<file path="src/rtl/paper_soccer_pkg.sv">
// Shared definitions for the paper-soccer turn controller.
//   - direction encoding (dir_e)
//   - FSM state encoding (plain localparams so legacy code can reuse them)
//   - per-direction x/y step tables, indexed by the 3-bit direction code
package paper_soccer_pkg;

    typedef enum logic [2:0] {
        DIR_N  = 3'd0,
        DIR_NE = 3'd1,
        DIR_E  = 3'd2,
        DIR_SE = 3'd3,
        DIR_S  = 3'd4,
        DIR_SW = 3'd5,
        DIR_W  = 3'd6,
        DIR_NW = 3'd7
    } dir_e;

    localparam logic [2:0] S_IDLE   = 3'd0;
    localparam logic [2:0] S_GRANT  = 3'd1;
    localparam logic [2:0] S_WAIT   = 3'd2;
    localparam logic [2:0] S_RD     = 3'd3;
    localparam logic [2:0] S_EVAL   = 3'd4;
    localparam logic [2:0] S_UPDATE = 3'd5;
    localparam logic [2:0] S_OVER   = 3'd6;

    // North is toward y=0, east is toward larger x.
    localparam logic signed [1:0] DX_TAB [0:7] =
        '{2'sd0, 2'sd1, 2'sd1, 2'sd1, 2'sd0, -2'sd1, -2'sd1, -2'sd1};
    localparam logic signed [1:0] DY_TAB [0:7] =
        '{-2'sd1, -2'sd1, 2'sd0, 2'sd1, 2'sd1, 2'sd1, 2'sd0, -2'sd1};

endpackage

</file>
<file path="src/rtl/dir_decode.sv">
// Combinational direction-to-offset decoder.
// Ports:
//   dir  in  3  direction code (see paper_soccer_pkg::dir_e)
//   dx   out 2  signed x step (-1, 0, +1)
//   dy   out 2  signed y step (-1, 0, +1)
module dir_decode
    import paper_soccer_pkg::*;
(
    input  logic        [2:0] dir,
    output logic signed [1:0] dx,
    output logic signed [1:0] dy
);

    assign dx = DX_TAB[dir];
    assign dy = DY_TAB[dir];

endmodule

</file>
<file path="src/rtl/turn_ctrl.sv">
// Paper-soccer turn controller: grants turns, validates a move against the
// field bounds, looks up the visited flag of the destination point, marks it,
// and decides bounce / goal / timeout.
// Ports:
//   clk, rst_n                  clock, async active-low reset
//   start                       begin (or restart) a game from IDLE/OVER
//   width_in, length_in         field size latched at start
//   p0_dir/_valid, p1_dir/_valid  planner direction and strobe
//   p0_addr, p1_addr            planner board-memory addresses
//   p0_my_turn, p1_my_turn      one-cycle turn grant
//   mem_addr / mem_data         shared board read port (1-cycle latency)
//   mark_we / mark_addr         set visited flag of a point
//   cur_x, cur_y, color         ball position and player to move
//   illegal, game_over, winner, timeout  status
//
// state    | meaning
// ---------+-----------------------------------------------------------
// IDLE     | after reset, waiting for start
// GRANT    | one-cycle turn pulse to player `color`, timeout counter cleared
// WAIT_DIR | granted player's address on mem_addr, waiting for its dir_valid
// RD       | destination address on mem_addr
// EVAL     | visited flag sampled, ball moved to destination
// UPDATE   | destination marked; goal, bounce or turn change decided
// OVER     | result held until start
module turn_ctrl
    import paper_soccer_pkg::*;
#(
    parameter int TIMEOUT_CYC = 1000000
) (
    input  logic        clk,
    input  logic        rst_n,
    input  logic        start,
    input  logic [7:0]  width_in,
    input  logic [7:0]  length_in,
    input  logic [2:0]  p0_dir,
    input  logic        p0_dir_valid,
    input  logic [2:0]  p1_dir,
    input  logic        p1_dir_valid,
    input  logic [15:0] p0_addr,
    input  logic [15:0] p1_addr,
    output logic        p0_my_turn,
    output logic        p1_my_turn,
    output logic [15:0] mem_addr,
    input  logic [7:0]  mem_data,
    output logic        mark_we,
    output logic [15:0] mark_addr,
    output logic [7:0]  cur_x,
    output logic [7:0]  cur_y,
    output logic        color,
    output logic        illegal,
    output logic        game_over,
    output logic        winner,
    output logic        timeout
);

    localparam int CW = (TIMEOUT_CYC > 1) ? $clog2(TIMEOUT_CYC) : 1;
    localparam logic [CW-1:0] TC_LAST = CW'(TIMEOUT_CYC - 1);

    logic [2:0]    state;
    logic [7:0]    width_r, len_r;
    logic [7:0]    dest_x, dest_y;
    logic          vis_r;
    logic [CW-1:0] cnt;

    logic [2:0]        sel_dir;
    logic              sel_valid;
    logic signed [1:0] dx, dy;
    logic signed [8:0] nx, ny;
    logic              oob;
    logic [6:0]        unused_mem_bits;

    assign unused_mem_bits = mem_data[7:1];

    // Only the player to move is listened to.
    assign sel_dir   = color ? p1_dir : p0_dir;
    assign sel_valid = color ? p1_dir_valid : p0_dir_valid;

    dir_decode u_dir_decode (
        .dir (sel_dir),
        .dx  (dx),
        .dy  (dy)
    );

    // 9-bit signed so that stepping off either edge of an 8-bit field is visible.
    assign nx  = $signed({1'b0, cur_x}) + $signed({{7{dx[1]}}, dx});
    assign ny  = $signed({1'b0, cur_y}) + $signed({{7{dy[1]}}, dy});
    assign oob = nx[8] | ny[8]
               | (nx > $signed({1'b0, width_r}))
               | (ny > $signed({1'b0, len_r}));

    assign p0_my_turn = (state == S_GRANT) && !color;
    assign p1_my_turn = (state == S_GRANT) &&  color;
    assign mark_we    = (state == S_UPDATE);
    assign mark_addr  = (state == S_UPDATE) ? {dest_y, dest_x} : 16'd0;

    always_comb begin
        mem_addr = 16'd0;
        case (state)
            S_WAIT:  mem_addr = color ? p1_addr : p0_addr;
            S_RD:    mem_addr = {dest_y, dest_x};
            default: mem_addr = 16'd0;
        endcase
    end

    always_ff @(posedge clk or negedge rst_n) begin
        if (!rst_n) begin
            state     <= S_IDLE;
            width_r   <= 8'd0;
            len_r     <= 8'd0;
            dest_x    <= 8'd0;
            dest_y    <= 8'd0;
            vis_r     <= 1'b0;
            cnt       <= '0;
            cur_x     <= 8'd0;
            cur_y     <= 8'd0;
            color     <= 1'b0;
            illegal   <= 1'b0;
            game_over <= 1'b0;
            winner    <= 1'b0;
            timeout   <= 1'b0;
        end else begin
            illegal <= 1'b0;
            case (state)
                S_IDLE, S_OVER: begin
                    if (start) begin
                        width_r   <= width_in;
                        len_r     <= length_in;
                        cur_x     <= width_in >> 1;
                        cur_y     <= length_in >> 1;
                        color     <= 1'b0;
                        game_over <= 1'b0;
                        timeout   <= 1'b0;
                        state     <= S_GRANT;
                    end
                end
                S_GRANT: begin
                    cnt   <= '0;
                    state <= S_WAIT;
                end
                S_WAIT: begin
                    // A move on the terminal-count cycle still wins over the timeout.
                    if (sel_valid) begin
                        if (oob) begin
                            illegal <= 1'b1;
                            state   <= S_GRANT;
                        end else begin
                            dest_x <= nx[7:0];
                            dest_y <= ny[7:0];
                            state  <= S_RD;
                        end
                    end else if (cnt == TC_LAST) begin
                        timeout   <= 1'b1;
                        winner    <= ~color;
                        game_over <= 1'b1;
                        state     <= S_OVER;
                    end else begin
                        cnt <= cnt + CW'(1);
                    end
                end
                S_RD: begin
                    state <= S_EVAL;
                end
                S_EVAL: begin
                    vis_r <= mem_data[0];
                    cur_x <= dest_x;
                    cur_y <= dest_y;
                    state <= S_UPDATE;
                end
                S_UPDATE: begin
                    if (dest_y == 8'd0) begin
                        winner    <= 1'b1;
                        game_over <= 1'b1;
                        state     <= S_OVER;
                    end else if (dest_y == len_r) begin
                        winner    <= 1'b0;
                        game_over <= 1'b1;
                        state     <= S_OVER;
                    end else begin
                        // Landing on a visited point earns another move.
                        if (!vis_r) color <= ~color;
                        state <= S_GRANT;
                    end
                end
                default: state <= S_IDLE;
            endcase
        end
    end

endmodule

</file>
<file path="config.mk">
export PLATFORM = sky130hd
export DESIGN_NAME = turn_ctrl
export DESIGN_NICKNAME = d
export VERILOG_FILES = /design/src/rtl/paper_soccer_pkg.sv /design/src/rtl/dir_decode.sv /design/src/rtl/turn_ctrl.sv
export SDC_FILE = /design/constraint.sdc
export NUM_CORES = 1
export LEC_CHECK = 0
export CAP_MARGIN = 30
export CELL_PAD_IN_SITES_DETAIL_PLACEMENT = 1
export CELL_PAD_IN_SITES_GLOBAL_PLACEMENT = 1
export CORE_AREA = 3 3 121 123
export DETAILED_ROUTE_END_ITERATION = 10
export DIE_AREA = 0 0 124 126
export PLACE_DENSITY_LB_ADDON = 0.1
export SYNTH_ARGS = -nofsm -noshare
export SYNTH_HDL_FRONTEND = slang
export SYNTH_SLANG_ARGS = --single-unit
</file>
<file path="constraint.sdc">
create_clock -name clk -period 5.05 [get_ports clk]
set_clock_uncertainty 0.15 [all_clocks]
set_input_delay 1.01 -clock clk [delete_from_list [all_inputs] [get_ports clk]]
set_output_delay 1.01 -clock clk [all_outputs]
set_load 0.05 [all_outputs]
</file>
==> summary.md <==
| Metric | Value |
|---|---|
| Clock buffer depth | 2 |
| Number of routed nets with antenna violations | 0 |
| Worst-path maximum fanout | 8 |
| Max Freq | 204 MHz |
| Hold bufs inserted after CTS | 0 |
| Overall Global Routing Usage | 22.5% |
| Synth warn | 0 |
| Syn_area_per_cell | 8.88 sq um |
| Max-Cap Viols | 0 |
| Fin nets | 823 |
| IO Pins | 123 |
| WL met3 | 1.19 mm |
| Drt first pass iters | 4 |
| Clk pwr share | 12.8% |
| Fill cells | 1,604 |
| Synth area leaders | dfrtp_1, ha_1, nand2_1, xor2_1, o21ai_0 |
| GR Overflow Total | 0 |
| Drt initial violations | 179 |
| Leakage | 3.19 nW |
| Slew HR | 55.1% |
| Max-slew violation count | 0 |
| Sequential fraction of the synthesis area | 37.1% |
| Clk slew on worst S/H paths | 0.06 ns |
| Dpl hpwl | 12.8 mm |
| Syn nets | 681 |
| CP endpoint kind | register |
| Dominant cell type by area after synthesis | dfrtp_1 |
| DRC errors left | 0 |
| Measured slew at the worst slew-check pin | 0.671 ns |
| Num CTS Buffers | 9 |
| Per-cell routed wire length | 19.2 um |
| Metal-1 WL | 7.75 mm |
| Status | finished clean |
| Initial antenna violation count | 0 |
| Largest net degree at the start of global routing | 70 |
| Critical Path Start Type | input pin |
| Max incr delay on CP | 0.49 ns |
| DR vias/cell | 5.42 |
| Pwr/cell area | 704 mW/mm^2 |
| Post-synth top flop | dfrtp_1 |
| Minimum clock period | 4.91 ns |
| Htree depth | 3 |
| #FFs+latches synth | 77 |
| CP Data Required Time | 5.13 ns |
| Critical path cell sequence | clkdlybuf4s50_1, o21ai_1, o32a_4, buf_4, ha_2, o21a_1, o31ai_1, a21oi_1, xor2_1, ha_2, o21a_1, o22ai_1, o211ai_1, nor4b_4, clkbuf_16, mux2_4 |
| Chip width | 124 um |
| Multi-input gate area | 0.00317 sq mm |
| Gpl congestion | 0.868 |
| Cell row count | 43 |
| Core footprint | 0.0138 sq mm |
| Layout cells sized above 1 | 15.7% |
| Vias | 4,935 |
| Psw | 2.43 mW |
| Number of synthesized flops with an enable pin | 0 |
| Number of port buffers | 115 |
| Met2 Routed Length | 8.28 mm |
| Final Hold Fails | 0 |
| Sw Share | 47.6% |
| Sequential share of power | 21.7% |
| CP max-delay cell | clkdlybuf4s50_1 |
| Total die area | 0.0156 sq mm |
| Fin worst setup slack | 0.137 ns |
| Mapped Area | 0.00519 sq mm |
| Register Area | 0.00193 sq mm |
| Setup TNS Final | 0 ns |
| Post-Route WL | 17.5 mm |
| Comb power frac | 65.5% |
| P_int | 2.67 mW |
| DIE HEIGHT | 126 um |
| First-pass GRT wire length | 27.6 mm |
| Synthesized instance count | 584 |
| ANT cells | 0 |
| Synth cell types | 63 |
| Post-synth top area share | 37.1% |
| CP Data Arrival Time | 4.99 ns |
| Post-synthesis async set-or-reset flop share | 100% |
| Worst Hold Class | in2async |
| Root Driver | clkbuf_16 |
| Maximum vdd drop | 358 uV |
| Setup Crit Path Kind | in2reg |
| Endpoints failing setup | 0 |
| Highest metal layer with signal wires | met4 |
| TritonCTS clock tree | built |
| Area grow syn2layout | 39.7% |
| Fin crit share | 97.3% |
| Initial core utilization | 37.7% |
| CTS sink cnt | 77 |
| Vias in the first global route | 5,239 |
| Skew-Pair Late Insertion Delay | 0.35 ns |
| Placement Setup Slack | -0.254 ns |
## power by group through the flow
stage | Clock (mW) | Sequential, mW | Combinational [mW]
finish | 0.653 | 1.11 | 3.34
global route | 0.700 | 1.14 | 3.65
CTS | 0.670 | 1.10 | 3.10
detailed placement | 0 | 1.11 | 3.07
global placement | 0 | 1.10 | 2.98
floorplan | 0 | 1.20 | 1.80
## layer usage
metal  track usage [%]  up-vias
li1                  -     2351
met1              30.6     2433
met2              36.8      135
met3              3.68       16
met4              6.83        0
met5                 0        -
## cell type report
| cell class | instances | area share [%] |
|---|---|---|
| Clock buffer | 11 | 3.35 |
| Clock inverter | 5 | 0.690 |
| Inverter | 26 | 1.35 |
| Multi-Input combinational cell | 453 | 43.7 |
| Sequential cell | 77 | 26.6 |
| Tap cell | 180 | 3.11 |
| Timing Repair Buffer | 159 | 21.3 |
## kinds of logic (layout without fill, tap and decap cells)
kind of cell	count (synthesis)	count (layout)	share of synthesized area (%)
AOI/OAI and AO/OA	120	120	15.4
xor gates and xnor gates	37	37	6.25
adders and majority gates	31	31	7.57
buffers and inverters	54	201	4.29
DFF	77	77	37.1
muxes	36	36	8.13
and+or+nand+nor	229	229	21.2
## path summary, 6_finish.rpt
check | from | end | slack [ns] | cells after the start
hold reg to reg | width_r[0] | width_r[0] | 0.34 | 2
setup reg to reg | color | dest_x[1] | 0.52 | 17
min in group clk | width_r[0] | width_r[0] | 0.34 | 2
setup / recovery | p1_dir[2] | dest_x[1] | 0.14 | 16
max in group asynchronous | rst_n | cur_x[2] | 3.83 | 2
hold / removal | rst_n | cnt[1] | 0.34 | 1
## synthesized netlist by cell type, types with 8 or more instances
cell and n:
a21oi_1 18, and2_1 20, clkbuf_1 18, dfrtp_1 77, ha_1 29, inv_1 25, mux2_2 9, mux2_4 10
mux2i_1 17, nand2_1 92, nand3_1 18, nand4_1 8, nor2_1 44, nor3_1 11, nor4_1 8, o211ai_1 8
o21ai_0 46, xnor2_1 10, xor2_1 27
## critical path: cells and delay by family
| family | cells | cell delay (ns) |
|---|---|---|
| mux | 1 | 0.30 |
| simple gates | 1 | 0.46 |
| buf+inv | 3 | 0.94 |
| xor+xnor | 1 | 0.30 |
| compound gates | 8 | 1.23 |
| fa+ha+maj | 2 | 0.74 |
## sequential cells by signal (all words and copies together), names as in the netlist, 3 cells and up
signal and cells:
dest_x 8, state 3, cur_y 8, width_r 8, cur_x 8, dest_y 8
len_r 8, cnt 20
## what timing repair did
action | CTS | global route
resized for setup | 0 | 30
endpoints found under the hold margin | 0 | 0
setup endpoints to repair | 0 | 17
setup buffers | 0 | 4
## stage by stage
stage / hold slack, ns / util [%] / power (mW) / instances / cell area, sq um
6_report: 0.337 / 52.6 / 5.10 / 911 / 7250
5_1_grt: 0.335 / 52.6 / 5.49 / 911 / 7250
4_1_cts: 0.334 / 51.3 / 4.88 / 906 / 7070
3_5_place_dp: 0.325 / 49.2 / 4.18 / 890 / 6780
3_3_place_gp: 0.330 / 49.0 / 4.08 / 889 / 6750
2_1_floorplan: 0.302 / - / 3.00 / 584 / 5190
## cell usage in the layout, fill, tap and decap left out, types with 17 or more instances in the layout
master	synthesis	final
a21oi_1	18	17
and2_1	20	20
buf_4	0	42
clkdlybuf4s50_1	0	109
dfrtp_1	77	77
ha_1	29	23
inv_1	25	25
mux2i_1	17	17
nand2_1	92	92
nand3_1	18	18
nor2_1	44	42
o21ai_0	46	43
xor2_1	27	26
Power figures use the tool's default switching activity.
